**config.mk**
```make
export PLATFORM = sky130hd
export DESIGN_NAME = ibf4_stream
export DESIGN_NICKNAME = d
export VERILOG_FILES = /design/src/rtl/ofdm_fft_pkg.sv /design/src/rtl/ibf4_comb.sv /design/src/rtl/ibf4_stream.sv
export SDC_FILE = /design/constraint.sdc
export NUM_CORES = 1
export LEC_CHECK = 0
export BUFFER_PORTS_ARGS = -buffer_cell sky130_fd_sc_hd__buf_2
export CAP_MARGIN = 15
export CELL_PAD_IN_SITES_DETAIL_PLACEMENT = 1
export CELL_PAD_IN_SITES_GLOBAL_PLACEMENT = 1
export CORE_MARGIN = 2
export CORE_UTILIZATION = 39
export DETAILED_ROUTE_END_ITERATION = 8
export PLACE_DENSITY_LB_ADDON = 0.25
export RECOVER_POWER = 25
export SLEW_MARGIN = 20
export SYNTH_ARGS = -nofsm -noshare
export SYNTH_HDL_FRONTEND = slang
export SYNTH_SLANG_ARGS = --single-unit
```
**constraint.sdc**
```tcl
create_clock -name clk -period 9.7 [get_ports clk]
set_input_delay 1.455 -clock clk [delete_from_list [all_inputs] [get_ports clk]]
set_output_delay 1.455 -clock clk [all_outputs]
set_load 0.05 [all_outputs]
```
**src/rtl/ofdm_fft_pkg.sv**
```systemverilog
// ofdm_fft_pkg: shared widths, FSM states and fixed-point constants for the FFT/IFFT datapath
package ofdm_fft_pkg;
  typedef enum logic [1:0] {IDLE, LOAD, CALC, DRAIN} state_t;
  localparam int FLT_BIT_DEF = 6;
  localparam int ONE = 1 << FLT_BIT_DEF;
  function automatic int dw_f(int s, int i, int f);
    return s + i + f;
  endfunction
  function automatic int ow_f(int s, int i, int f);
    return dw_f(s, i, f) + 2;
  endfunction
endpackage

```
**src/rtl/ibf4_comb.sv**
```systemverilog
// ibf4_comb: combinational radix-4 inverse butterfly; xr/xi = x1..x4 (DW), yr/yi = y1..y4 (OW), optional >>>2 when SCALE=1
module ibf4_comb
  import ofdm_fft_pkg::*;
#(
  parameter int DW = 13,
  parameter int OW = 15,
  parameter int SCALE = 0
) (
  input  logic signed [DW-1:0] xr [4],
  input  logic signed [DW-1:0] xi [4],
  output logic signed [OW-1:0] yr [4],
  output logic signed [OW-1:0] yi [4]
);
  logic signed [OW-1:0] a [4];
  logic signed [OW-1:0] b [4];
  logic signed [OW-1:0] sr [4];
  logic signed [OW-1:0] si [4];
  assign sr[0] = a[0] + a[1] + a[2] + a[3];
  assign si[0] = b[0] + b[1] + b[2] + b[3];
  assign sr[1] = a[0] - b[1] - a[2] + b[3];
  assign si[1] = b[0] + a[1] - b[2] - a[3];
  assign sr[2] = a[0] - a[1] + a[2] - a[3];
  assign si[2] = b[0] - b[1] + b[2] - b[3];
  assign sr[3] = a[0] + b[1] - a[2] - b[3];
  assign si[3] = b[0] - a[1] - b[2] + a[3];
  genvar g;
  for (g = 0; g < 4; g++) begin : g_lane
    assign a[g] = OW'(xr[g]);
    assign b[g] = OW'(xi[g]);
    assign yr[g] = (SCALE != 0) ? sr[g] >>> 2 : sr[g];
    assign yi[g] = (SCALE != 0) ? si[g] >>> 2 : si[g];
  end
endmodule

```
**src/rtl/ibf4_stream.sv**
```systemverilog
// ibf4_stream: streaming radix-4 IDFT; in_valid/in_ready/in_sof/in_re/in_im collect x1..x4, out_valid/out_ready/out_re/out_im/out_idx/out_last emit y1..y4
module ibf4_stream
  import ofdm_fft_pkg::*;
#(
  parameter int SIGN_BIT = 1,
  parameter int INT_BIT = 6,
  parameter int FLT_BIT = 6,
  parameter int SCALE = 0,
  localparam int DW = dw_f(SIGN_BIT, INT_BIT, FLT_BIT),
  localparam int OW = ow_f(SIGN_BIT, INT_BIT, FLT_BIT)
) (
  input  logic                 clk,
  input  logic                 rst,
  input  logic                 in_valid,
  output logic                 in_ready,
  input  logic                 in_sof,
  input  logic signed [DW-1:0] in_re,
  input  logic signed [DW-1:0] in_im,
  output logic                 out_valid,
  input  logic                 out_ready,
  output logic signed [OW-1:0] out_re,
  output logic signed [OW-1:0] out_im,
  output logic [1:0]           out_idx,
  output logic                 out_last
);
  state_t state, nxt;
  logic [1:0] in_cnt, out_cnt, widx;
  logic in_acc, out_acc;
  logic signed [DW-1:0] xr [4];
  logic signed [DW-1:0] xi [4];
  logic signed [OW-1:0] yr [4];
  logic signed [OW-1:0] yi [4];
  logic signed [OW-1:0] rr [4];
  logic signed [OW-1:0] ri [4];
  assign in_acc = in_valid && in_ready;
  assign out_acc = out_valid && out_ready;
  // an accepted sof always restarts the frame at x1, dropping any partial frame
  assign widx = in_sof ? 2'd0 : in_cnt;
  ibf4_comb #(.DW(DW), .OW(OW), .SCALE(SCALE)) u_comb (
    .xr(xr),
    .xi(xi),
    .yr(yr),
    .yi(yi)
  );
  always_ff @(posedge clk or posedge rst) begin
    if (rst) state <= IDLE;
    else state <= nxt;
  end
  always_comb begin
    nxt = state == IDLE ? LOAD :
          state == LOAD ? ((in_acc && !in_sof && in_cnt == 2'd3) ? CALC : LOAD) :
          state == CALC ? DRAIN :
          ((out_acc && out_cnt == 2'd3) ? LOAD : DRAIN);
  end
  always_comb begin
    in_ready = state == LOAD;
    out_valid = state == DRAIN;
    out_re = rr[out_cnt];
    out_im = ri[out_cnt];
    out_idx = out_cnt;
    out_last = out_valid && out_cnt == 2'd3;
  end
  always_ff @(posedge clk or posedge rst) begin
    if (rst) begin
      in_cnt <= '0;
      out_cnt <= '0;
      xr <= '{default: '0};
      xi <= '{default: '0};
      rr <= '{default: '0};
      ri <= '{default: '0};
    end else begin
      if (in_acc) begin
        xr[widx] <= in_re;
        xi[widx] <= in_im;
        in_cnt <= widx + 2'd1;
      end
      if (state == CALC) begin
        rr <= yr;
        ri <= yi;
      end
      if (out_acc) out_cnt <= out_cnt + 2'd1;
    end
  end
endmodule
```
==> key figures <==
Global routing
  • Number of antenna violations at the first check in global routing: 0
  • Wire length of the first global-routing pass: 89200 um
  • Overflow left after global routing: 0
  • All-Layer GR Usage: 0.219
  • Number of global-route vias before repair: 15600
  • Maximum number of pins on one net before global-route repair: around 110

STA
  • Slack of the critical path: 4.27 ns
  • Final setup violation count: 0
  • Hold Fails Final Rpt: 0
  • RSZ-0062 raised after global routing: no
  • Tcrit/Tclk final: 0.560
  • Slew at the pin closest to its max-slew limit: 4.45 ns
  • Post-Route Skew: 0.0116 ns
  • Count of pins over their slew limit: 206
  • Tightest slew margin relative to the limit: -1.98
  • Peak clock frequency supported by timing: ~180 MHz
  • Setup TNS: 0 ns
  • Crit path time final: 5.43 ns

Setup path
  • Type of element launching the critical path: flip-flop
  • WS Path Type: reg -> out
  • Required time at the worst-slack endpoint: 8.25 ns
  • Endpoint of the worst-slack reg-to-reg timing path: rr[4]
  • Arr. time, crit path: just under 4 ns
  • Cell depth of the worst flop-to-flop path: 6
  • Kind of end point of the critical path: output pin
  • R2R Setup Slk: 4.60 ns
  • Worst flop-to-flop path startpoint: state[0]
  • Critical path fanouts, max: 18

Synthesis
  • Fraction of post-synthesis cell area in the top cell type by area: 0.291
  • Parity-gate share of the synthesized area counting xor and xnor cells: 0.0306
  • Asr flop ratio synth: 1.00
  • Multiplexer share of the synthesized area: 0.0983
  • Ranking of synthesized cells by area: dfrtp_1 (29%), fa_1 (22%), ha_1 (7.8%), inv_1 (6.6%), mux2_2 (6.2%)
  • Post-synthesis cell count: 1914
  • Synthesized flop and latch total: 230
  • Combined area of all synthesized cells: 19800 um^2
  • Syn nets: 2284
  • Fraction of the mapped netlist area in compound gates: 0.132
  • Adder-cell share of the synthesized area: 0.297
  • Ys flop type: dfrtp_1
  • Cell type with the largest total area after synthesis: dfrtp_1
  • Number of warnings printed during yosys synthesis: 0
  • Sequential-to-total area share from yosys stat: 0.291
  • Post-Synthesis Mean Instance Area: 10.3 um^2
  • Largest family of logic cells by synthesized area: adder cells
  • Basic-gate share of the synthesized area counting and, or, nand and nor cells: 0.0747
  • Number of unique standard cell types used by synthesis: 65
  • Number of synthesized flops with an enable pin: 0

Placement
  • Final estimated routing congestion in global placement: 0.888
  • Sum of net half-perimeters after detailed placement: 43800 um
  • # placed instances: around 2600
  • Post-Place Worst Slack: 5.81 ns
  • Port buffer count: 65

Clocking
  • Hold_buf cts: 0
  • Post-cts gate resize count: 0
  • Root buffer cell: clkbuf_16
  • Maximum clock path buffer count: 3
  • Number of setup buffers added after CTS: 0
  • Sinks on the clock net: 230
  • Clock edge transition at the registers on the reported setup and hold paths: 0.06 ns
  • Total CTS buffers: 29
  • TritonCTS clock tree: built
  • CTS H-Tree Depth: 1
  • Clock latency reported for the late side of the worst-skew pair: slightly below 0.6 ns

Run status
  • Violations in the final reports: capacitance limit, slew limit
  • Run status: finished with violations

Die
  • Area of the core: 50100 um^2
  • Initial core utilization: 0.395
  • I/O pin count: 66
  • Core Rows: slightly above 80
  • Overall die width: 229 um
  • Vertical die dimension: 229 um
  • Die footprint: 52500 um^2

Job
  • Maximum Capacitance Violations: 4

Hold path
  • Hold Path Stages: 1
  • Endpoint, Worst Hold: rr[6]
  • Worst hold path class: reg -> reg
  • Critical hold path startpoint: rr[6]

Drt
  • Met1 wire length: 24100 um
  • Max layer used: met4
  • Residual antenna-violating net count after detailed routing: 0
  • Number of vias per cell after detailed routing: 5.25
  • Met2 routed wirelength: 28100 um
  • Routed WL per cell: 20.8 um
  • Violation count after the first detailed-routing iteration: roughly 800
  • Wirelength, routed: 55500 um
  • Via total after detailed routing: 14000
  • Drt first pass iters: 5
  • Residual DRC count: 0
  • Met3 Wirelength: 2040 um

Finish
  • Fraction of final layout cells sized beyond drive strength 1: 0.137
  • Share of the core filled with cells: 0.436
  • Fill cell count: 5648
  • Fin nets: 2344
  • Final cell count without fillers: 2667
  • Area Growth Syn to Fin: 10.5%
  • Number of inserted diodes: 0
==> synth_stat cells, drive strengths merged (6+ instances only) <==
master and count:
buf 24, xnor2 36, a211oi 38, o31ai 21
and2 8, nor3 18, nand2b 9, a31oi 8
nor2b 13, nand4 11, fa 216, clkbuf 25
o21bai 12, and3 9, o22ai 6, a21o 37
xor2 33, nor2 54, inv 349, mux2 108
dfrtp 230, nand3 23, o21ai 145, nand2 164
o31a 10, o21a 30, ha 123, mux4 30
a21oi 65
==> logic make-up after synthesis <==
logic type | count (synthesis)
xor+xnor | 69
compound gates | 408
mux | 143
flops | 230
fa+ha+maj | 339
simple gates | 327
buf+inv | 398
==> sequential cells by signal (all words and copies together) (netlist names) <==
name,count
xi,52
state,2
rr,60
ri,60
out_idx,2
in_cnt,2
xr,52
==> layout by cell type (no fill, tap or decap), drive strengths merged, types with 6 or more instances in the layout <==
| cell type | n |
|---|---|
| inv | 349 |
| dfrtp | 230 |
| fa | 216 |
| nand2 | 164 |
| o21ai | 145 |
| ha | 123 |
| mux2 | 108 |
| buf | 73 |
| a21oi | 65 |
| nor2 | 54 |
| clkbuf | 46 |
| a211oi | 38 |
| a21o | 37 |
| xnor2 | 36 |
| xor2 | 33 |
| o21a | 30 |
| mux4 | 30 |
| nand3 | 23 |
| o31ai | 21 |
| nor3 | 18 |
| nor2b | 13 |
| o21bai | 12 |
| nand4 | 11 |
| o31a | 10 |
| nand2b | 9 |
| and3 | 9 |
| a31oi | 8 |
| and2 | 8 |
| o22ai | 6 |
| clkinv | 6 |
==> layout make-up <==
class,instances,area (um^2),area share
clock buffer,41,861,0.0394
sequential,230,5760,0.264
tap,672,841,0.0385
timing repair buffer,78,433,0.0198
clock inverter,11,136,0.00625
multi-input combinational,1286,12500,0.572
inverter,349,1310,0.0601
==> worst max-delay path, stage by stage (launching register included) <==
cell	delay [ns]
dfrtp_1	1.08
clkbuf_1	1.38
mux4_2	0.67
buf_2	0.23
==> metal layers <==
layer / vias to the layer above / track usage
li1: 6489 / -
met1: 7235 / 0.285
met2: 216 / 0.389
met3: 58 / 0.0270
met4: 0 / 0.0473
met5: - / 0
==> how the worst max path moves through the flow <==
stage,from,endpoint,depth (start not counted)
2_1_floorplan,rst,in_cnt[0],1
3_5_place_dp,xr[1],rr[56],11
4_1_cts,out_idx[0],out_re[8],3
6_report,out_idx[0],out_re[8],3
5_1_grt,out_idx[0],out_re[8],3
3_3_place_gp,xr[1],rr[56],11
==> stage by stage <==
| step | cell area [um^2] | hold slack, ns |
|---|---|---|
| 3_5_place_dp | 20800 | 0.464 |
| 3_3_place_gp | 20800 | 0.453 |
| 6_report | 21800 | 0.474 |
| 2_1_floorplan | 19800 | 0.434 |
| 5_1_grt | 21800 | 0.490 |
| 4_1_cts | 21800 | 0.478 |
Power is not shown: default switching activity piles up to over one toggle a cycle in this logic, so the estimate is an artifact.
